**src/rtl/gray_move_scheduler.sv**
```systemverilog
// gray_move_scheduler
//
// Shares one POS_W-bit up/down position counter between two requesters.
// Each requester issues a move command made of a direction and a step count.
// A round-robin arbiter grants one command at a time. The counter then
// advances one step per cycle, the owner gets a one-cycle done pulse, and
// the position is published in binary and in Gray code.
//
// Ports:
//   clk, reset            rising-edge clock; asynchronous active-high reset
//   reqN_valid/dir/steps  command from requester N (dir 1 = up, 0 = down)
//   reqN_ready            requester N command accepted when high with valid
//   reqN_done             one-cycle pulse when requester N's command finishes
//   step_en, step_dir     high / direction for each cycle the position moves
//   pos_bin, pos_gray     current position, binary and Gray
//   busy                  high while a command is in MOVE or DONE
//   grant_id              requester owning the current or last command
//   dbg_state             FSM state (0 IDLE, 1 MOVE, 2 DONE)
//
// Handshake: a command transfers on a rising edge where reqN_valid and
// reqN_ready are both high. Ready is a combinational function of the valids
// and the arbiter state, is only ever high in IDLE, and is high for at most
// one requester. The payload (dir, steps) is sampled only on that edge, and
// changes to valid or payload afterwards have no effect.
module gray_move_scheduler #(
    parameter int CNT_W = 3,
    parameter int POS_W = 3
) (
    input  logic             clk,
    input  logic             reset,
    input  logic             req0_valid,
    input  logic             req0_dir,
    input  logic [CNT_W-1:0] req0_steps,
    output logic             req0_ready,
    output logic             req0_done,
    input  logic             req1_valid,
    input  logic             req1_dir,
    input  logic [CNT_W-1:0] req1_steps,
    output logic             req1_ready,
    output logic             req1_done,
    output logic             step_en,
    output logic             step_dir,
    output logic [POS_W-1:0] pos_bin,
    output logic [POS_W-1:0] pos_gray,
    output logic             busy,
    output logic             grant_id,
    output logic [1:0]       dbg_state
);

    typedef enum logic [1:0] {
        ST_IDLE = 2'd0,
        ST_MOVE = 2'd1,
        ST_DONE = 2'd2
    } state_t;

    state_t             r_state;
    logic [POS_W-1:0]   r_pos;
    logic [CNT_W-1:0]   r_remaining;
    logic               r_dir;
    logic               r_step_en;
    logic               r_busy;
    logic [1:0]         r_done;
    logic               r_grant;
    logic               r_last_grant;

    logic               w_idle;
    logic               w_pick1;
    logic               w_accept;
    logic               w_dir;
    logic [CNT_W-1:0]   w_steps;

    // Requester 1 wins when it is the only one valid, or on a tie when
    // requester 0 held the previous grant.
    always_comb begin
        w_idle   = (r_state == ST_IDLE);
        w_pick1  = req1_valid & (~req0_valid | ~r_last_grant);
        w_accept = w_idle & (req0_valid | req1_valid);
        w_dir    = w_pick1 ? req1_dir   : req0_dir;
        w_steps  = w_pick1 ? req1_steps : req0_steps;
    end

    assign req0_ready = w_idle & req0_valid & ~w_pick1;
    assign req1_ready = w_idle & w_pick1;

    always_ff @(posedge clk or posedge reset) begin
        if (reset) begin
            r_state      <= ST_IDLE;
            r_pos        <= '0;
            r_remaining  <= '0;
            r_dir        <= 1'b0;
            r_step_en    <= 1'b0;
            r_busy       <= 1'b0;
            r_done       <= 2'b00;
            r_grant      <= 1'b0;
            r_last_grant <= 1'b1;
        end else begin
            case (r_state)
                ST_IDLE: begin
                    r_done <= 2'b00;
                    if (w_accept) begin
                        r_dir        <= w_dir;
                        r_remaining  <= w_steps;
                        r_grant      <= w_pick1;
                        r_last_grant <= w_pick1;
                        r_busy       <= 1'b1;
                        if (w_steps != '0) begin
                            r_state   <= ST_MOVE;
                            r_step_en <= 1'b1;
                        end else begin
                            // Zero-step command completes without moving.
                            r_state <= ST_DONE;
                            r_done  <= w_pick1 ? 2'b10 : 2'b01;
                        end
                    end
                end
                ST_MOVE: begin
                    // Counter wraps naturally modulo 2^POS_W in both directions.
                    r_pos       <= r_dir ? r_pos + POS_W'(1) : r_pos - POS_W'(1);
                    r_remaining <= r_remaining - CNT_W'(1);
                    if (r_remaining == CNT_W'(1)) begin
                        r_state   <= ST_DONE;
                        r_step_en <= 1'b0;
                        r_done    <= r_grant ? 2'b10 : 2'b01;
                    end
                end
                ST_DONE: begin
                    r_done  <= 2'b00;
                    r_busy  <= 1'b0;
                    r_state <= ST_IDLE;
                end
                default: begin
                    r_state <= ST_IDLE;
                end
            endcase
        end
    end

    assign req0_done = r_done[0];
    assign req1_done = r_done[1];
    assign step_en   = r_step_en;
    assign step_dir  = r_dir;
    assign pos_bin   = r_pos;
    assign pos_gray  = r_pos ^ (r_pos >> 1);
    assign busy      = r_busy;
    assign grant_id  = r_grant;
    assign dbg_state = r_state;

endmodule

```
**config.mk**
```make
export PLATFORM = sky130hd
export DESIGN_NAME = gray_move_scheduler
export DESIGN_NICKNAME = d
export VERILOG_FILES = /design/src/rtl/gray_move_scheduler.sv
export SDC_FILE = /design/constraint.sdc
export NUM_CORES = 1
export LEC_CHECK = 0
export ABC_AREA = 1
export BUFFER_PORTS_ARGS = -buffer_cell sky130_fd_sc_hd__buf_2
export CAP_MARGIN = 10
export CORE_MARGIN = 4
export CORE_UTILIZATION = 45
export DETAILED_ROUTE_END_ITERATION = 6
export PLACE_DENSITY = 0.84
export REMOVE_ABC_BUFFERS = 1
export SETUP_SLACK_MARGIN = 0.15
export SLEW_MARGIN = 20
export SYNTH_ARGS = -nofsm -noshare
export SYNTH_HDL_FRONTEND = slang
export SYNTH_SLANG_ARGS = --single-unit
export TNS_END_PERCENT = 1
```
**constraint.sdc**
```tcl
create_clock -name clk -period 1.5 [get_ports clk]
set_clock_uncertainty 0.1 [all_clocks]
set_input_delay 0 -clock clk [delete_from_list [all_inputs] [get_ports clk]]
set_output_delay 0 -clock clk [all_outputs]
set_load 0.02 [all_outputs]
```
After elaboration in Yosys (flattened, before gate mapping)
Cells that the tools add are included.
- word-level logic and storage cells: 61
- input bits: 12
- register bits: 15
- output and inout bits: 16
- equality and inequality tests: 6
- add/subtract/negate cells: 3
- reductions and logical operators: 11
- mux-type cells: 21
- bitwise gates (word level): 11
- operators with widths (operator ; count):
    $mux 2 ; 8
    $reduce_and 2->1 ; 5
    $mux 3 ; 3
    $pmux 2 s3 ; 1
    $pmux 3 s2 ; 1
    $reduce_bool 3->1 ; 2
    $sub 3x1->3 const B ; 2
    $and 1x1->1 ; 5
    $mux 1 ; 5
    $ne 2x1->1 const B ; 2
    $pmux 1 s2 ; 2
    $pmux 2 s2 ; 1
    $reduce_and 4->1 ; 1
    $reduce_bool 2->1 ; 2
    $add 3x1->3 const B ; 1
    $eq 3x1->1 const B ; 1
    $not 1->1 ; 3
    $xor 3x2->3 ; 1
    $eq 2x1->1 const B ; 1
    $eq 2x2->1 const B ; 1
    $logic_not 2->1 ; 1
    $ne 2x2->1 const B ; 1
    $or 1x1->1 ; 2

Logic depth before layout (Yosys ltp)
- depth after elaboration: 8
- depth in mapped cells: 10
- gate-level depth less buffers: 10

Worst setup path before layout
No wires, ideal clock.
- path type: reg2reg
- from: reg r_state[1], in the netlist dbg_state[1]
- to: reg r_done[0]
- path buffers: 1
- data required time: 1275 ps
- arrival: 1386 ps
- cell stages (with the launch flop): 10
- period minus slack after synthesis: 1611 ps
- setup slack: -111 ps
- setup time: 125 ps
- cells stage by stage: dfrtp_1 -> inv_1 -> ha_1 -> buf_4 -> inv_4 -> nand2_2 -> o21ai_1 -> inv_1 -> nor2_1 -> a21oi_1
- longest elaborated chain between the ends: 4
- elaborated cells on any way between the ends: 9
- those cells by class: eq/ne (3); mux (2); bitwise (1); reduce/logical (3)
- ends and longest elaborated chain (what ; line ; RTL):
    start, declared ; 56 ; state_t r_state;
    start signal, assigned ; 87 ; r_state <= ST_IDLE;
    start signal, assigned ; 107 ; r_state <= ST_MOVE;
    start signal, assigned ; 111 ; r_state <= ST_DONE;
    $logic_not 2->1 ; 75, 97 ;
    $and 1x1->1 ; 77 ; w_accept = w_idle & (req0_valid | req1_valid);
    $mux 2 ; 100 ; if (w_accept) begin
    $pmux 2 s3 ; 97 ; case (r_state)
    end signal, assigned ; 112 ; r_done <= w_pick1 ? 2'b10 : 2'b01;
    end signal, assigned ; 123 ; r_done <= r_grant ? 2'b10 : 2'b01;
    end, declared ; 62 ; logic [1:0] r_done;
Parallel ways exist; a longest one is shown, timed or not.
A chain may end at the register's enable or synchronous reset.

Worst setup path in the final report
- from: reg r_last_grant
- to: out req0_ready
- longest elaborated chain between the ends: 5
- ends and longest elaborated chain (what ; line ; RTL):
    start, declared ; 64 ; logic r_last_grant;
    start signal, assigned ; 104 ; r_last_grant <= w_pick1;
    $not 1->1 ; 76 ; w_pick1 = req1_valid & (~req0_valid | ~r_last_grant);
    $or 1x1->1 ; 76 ;
    $and 1x1->1 ; 76 ;
    $not 1->1 ; 82 ; assign req0_ready = w_idle & req0_valid & ~w_pick1;
    $and 1x1->1 ; 82 ;
    end, declared ; 34 ; output logic req0_ready,
Every way passes these cells.

==> flow_metrics.env <==
export IMPL_status="complete, but fails checks"
export IMPL_failed_checks="negative setup slack"
export IMPL_first_iter_violations=19
export IMPL_ant_nets=0
export IMPL_cp_arrival_ns=1.40
export IMPL_worst_pin_slew_ns=0.573
export IMPL_wl_met1_um=960
export IMPL_drive_above_1_share_pct=42.2
export IMPL_dieArea_um2=2970
export IMPL_min_period_over_period_pct=100
export IMPL_seqPwrFrac_pct=24.2
export IMPL_synth_most_common_cell="inv_1"
export IMPL_grt_max_degree=16
export IMPL_startpoint_type="flip-flop"
export IMPL_core_area_um2=2000
export IMPL_cts_reportedPaths_clkPinSlew_ns=0.09
export IMPL_top_layer="met4"
export IMPL_grt_pass1_vias=973
export IMPL_worst_ep_required_time_ns=1.40
export IMPL_clock_sinks=15
export IMPL_cts_buffers=3
export IMPL_p_switching_mw=1.56
export IMPL_ys_types=29
export IMPL_power_mw=3.17
export IMPL_rows=16
export IMPL_peakVddDrop_v=0.00116
export IMPL_crit_fanout=7
export IMPL_final_max_slew_viol_count=0
export IMPL_num_antenna_cells=0
export IMPL_h_tree_depth=1
export IMPL_syn2layout_area_growth_pct=39.1
export IMPL_grt_pass1_wl_um=4080
export IMPL_setup_slack_ns=-0.000154
export IMPL_final_setup_viol_count=1
export IMPL_synthFlopType="dfrtp_1"
export IMPL_synth_top_area_share_pct=36.0
export IMPL_ys_seq_elements=15
export IMPL_syn_inst=120
export IMPL_instances_no_fill=193
export IMPL_intPower_mw=1.62
export IMPL_hold_viol=0
export IMPL_dp_cells=179
export IMPL_gp_congestion=0.818
export IMPL_nets=185
export IMPL_synth_edf_count=0
export IMPL_wl_um=2360
export IMPL_wl_met2_um=1160
export IMPL_remaining_drc_errors=0
export IMPL_p_comb_share_pct=68.3
export IMPL_wl_per_cell_um=12.2
export IMPL_synth_common_cells="inv_1, nand2_1, dfrtp_1"
export IMPL_route_vias_total=971
export IMPL_die_h_um=54.5
export IMPL_start_util_pct=48.6
export IMPL_p_per_area_nw_per_um2=2340
export IMPL_hpwl_um=1730
export IMPL_dr_wl_met3_um=152
export IMPL_min_path_type="in -> reg"
export IMPL_critPathKind="reg -> out"
export IMPL_synth_largest_area_cell="dfrtp_1"
export IMPL_ys_seq_area_share_pct=38.7
export IMPL_viasPerCell=5.03
export IMPL_cap_violations=0
export IMPL_drtPass1Iterations=4
export IMPL_ys_top_cells_by_area="dfrtp_1, inv_1, nand2_1, ha_1, nand2_2"
export IMPL_slew_headroom_pct=61.8
export IMPL_grt_usage_pct=18.8
export IMPL_synthArstFlopShare_pct=100
export IMPL_clock_power_share_pct=7.6
export IMPL_antenna_found_initial=0
export IMPL_cellLeakagePower_nw=0.726
export IMPL_netSwitchingFraction_pct=49.0
export IMPL_cts_root_buffer="clkbuf_4"
export IMPL_netlist_area_um2=973
export IMPL_yosys_warnings=0
export IMPL_fp_dieW_um=54.5
export IMPL_cts_buffer_depth=2
export IMPL_cp_end_kind="output pin"
export IMPL_syn_avg_cell_area_um2=8.11
export IMPL_period_needed_ns=1.50
export IMPL_max_freq_mhz=667
export IMPL_port_buffers=27
export IMPL_ios=28
export IMPL_cts_tree="done"
export IMPL_grt_ovfl_total=0
export IMPL_clock_latency_ns=0.29
export IMPL_rsz0062_at_grt="yes"
==> metal layers <==
layer  vias to the layer above  GRT usage, %
li1                        471             -
met5                         -             0
met3                        10          2.72
met2                        40          33.7
met4                         0          7.47
met1                       450          22.3
==> worst max-delay path: stages (launching register included) <==
cell and delay [ns]:
dfstp_2 0.56, nand2_4 0.06, nand2_4 0.09, inv_2 0.05, nor3_2 0.18, buf_4 0.17
==> cells in the final DEF (no fill, tap or decap), types with 2 or more instances in the layout <==
cell type / Yosys / layout
nor3_2: 1 / 2
nand2_2: 7 / 6
buf_2: 0 / 24
xor2_1: 4 / 4
a31oi_1: 2 / 2
nand4_1: 2 / 2
inv_4: 1 / 2
ha_1: 5 / 3
inv_1: 21 / 17
dfrtp_1: 14 / 14
a21oi_1: 4 / 4
nand2_1: 20 / 20
clkbuf_4: 0 / 3
nor2_1: 7 / 7
o21ai_1: 6 / 8
dlygate4sd3_1: 0 / 5
buf_4: 2 / 14
o211ai_1: 2 / 2
nand2_4: 1 / 2
nand3_1: 5 / 5
inv_2: 3 / 6
==> area by class of cell <==
class                           instances  area (um2)
Fill cell                             170         648
Multi-Input combinational cell         78         522
Sequential cell                        15         377
Timing Repair Buffer                   44         295
Inverter                               25        98.8
Tap cell                               27        33.8
Clock buffer                            3        22.5
Clock inverter                          1        5.00
==> power by group through the flow <==
stage               logic [mW]  registers [mW]  clock network, mW
global placement          1.90           0.757                  0
CTS                       2.03           0.763              0.245
detailed placement        1.97           0.768                  0
finish                    2.16           0.767              0.239
global route              2.43           0.796              0.265
floorplan                 1.11           0.978                  0
==> logic make-up (layout without fill, tap and decap cells) <==
family / after synthesis / after routing / share of synthesized area (%)
simple gates: 47 / 47 / 24.2
buf+inv: 27 / 73 / 11.4
compound gates: 20 / 20 / 12.7
flops: 15 / 15 / 38.7
fa+ha+maj: 6 / 6 / 8.48
xor+xnor: 5 / 5 / 4.50
==> sequential cells by signal, summed over array words and instances, names as in the netlist <==
name,cells
pos_bin,3
r_remaining,3
dbg_state,2
r_done,2
busy,1
grant_id,1
r_last_grant,1
step_dir,1
step_en,1
==> through the flow <==
stage | util (%) | area, um2 | hold WS, ns | setup TNS, ns | worst slack [ns]
floorplan | - | 958 | -0.199 | -0.660 | -0.122
global placement | 59.6 | 1190 | -0.0257 | 0 | 0.0651
detailed placement | 59.6 | 1190 | -0.00546 | 0 | 0.0193
CTS | 64.9 | 1300 | 0.0371 | 0 | 0.0375
global route | 67.6 | 1350 | 0.0677 | -0.268 | -0.0609
finish | 67.6 | 1350 | 0.0617 | -0.000154 | -0.000154
==> repair_timing <==
action,CTS,global route
endpoints found under the hold margin,19,0
buffers inserted,2,3
pin swaps,1,3
resized for setup,7,12
hold buffers,5,0
setup endpoints to repair,14,16
==> path summary, 6_finish.rpt <==
| check | start | to | cells past startpoint | slack, ns |
|---|---|---|---|---|
| worst max-delay path | r_last_grant$_DFFE_PP1P_ | req0_ready | 5 | -0.0002 |
| worst min-delay path | req0_steps[2] | r_done[0]$_DFFE_PP0P_ | 6 | 0.06 |
| worst max register to register | r_last_grant$_DFFE_PP1P_ | step_en$_DFFE_PP0P_ | 8 | 0.02 |
| worst min register to register | step_en$_DFFE_PP0P_ | step_en$_DFFE_PP0P_ | 2 | 0.38 |
| max in group asynchronous | reset | r_last_grant$_DFFE_PP1P_ | 3 | 0.73 |
| min in group asynchronous | reset | r_done[1]$_DFFE_PP0P_ | 3 | 0.19 |
Power figures use the tool's default switching activity.
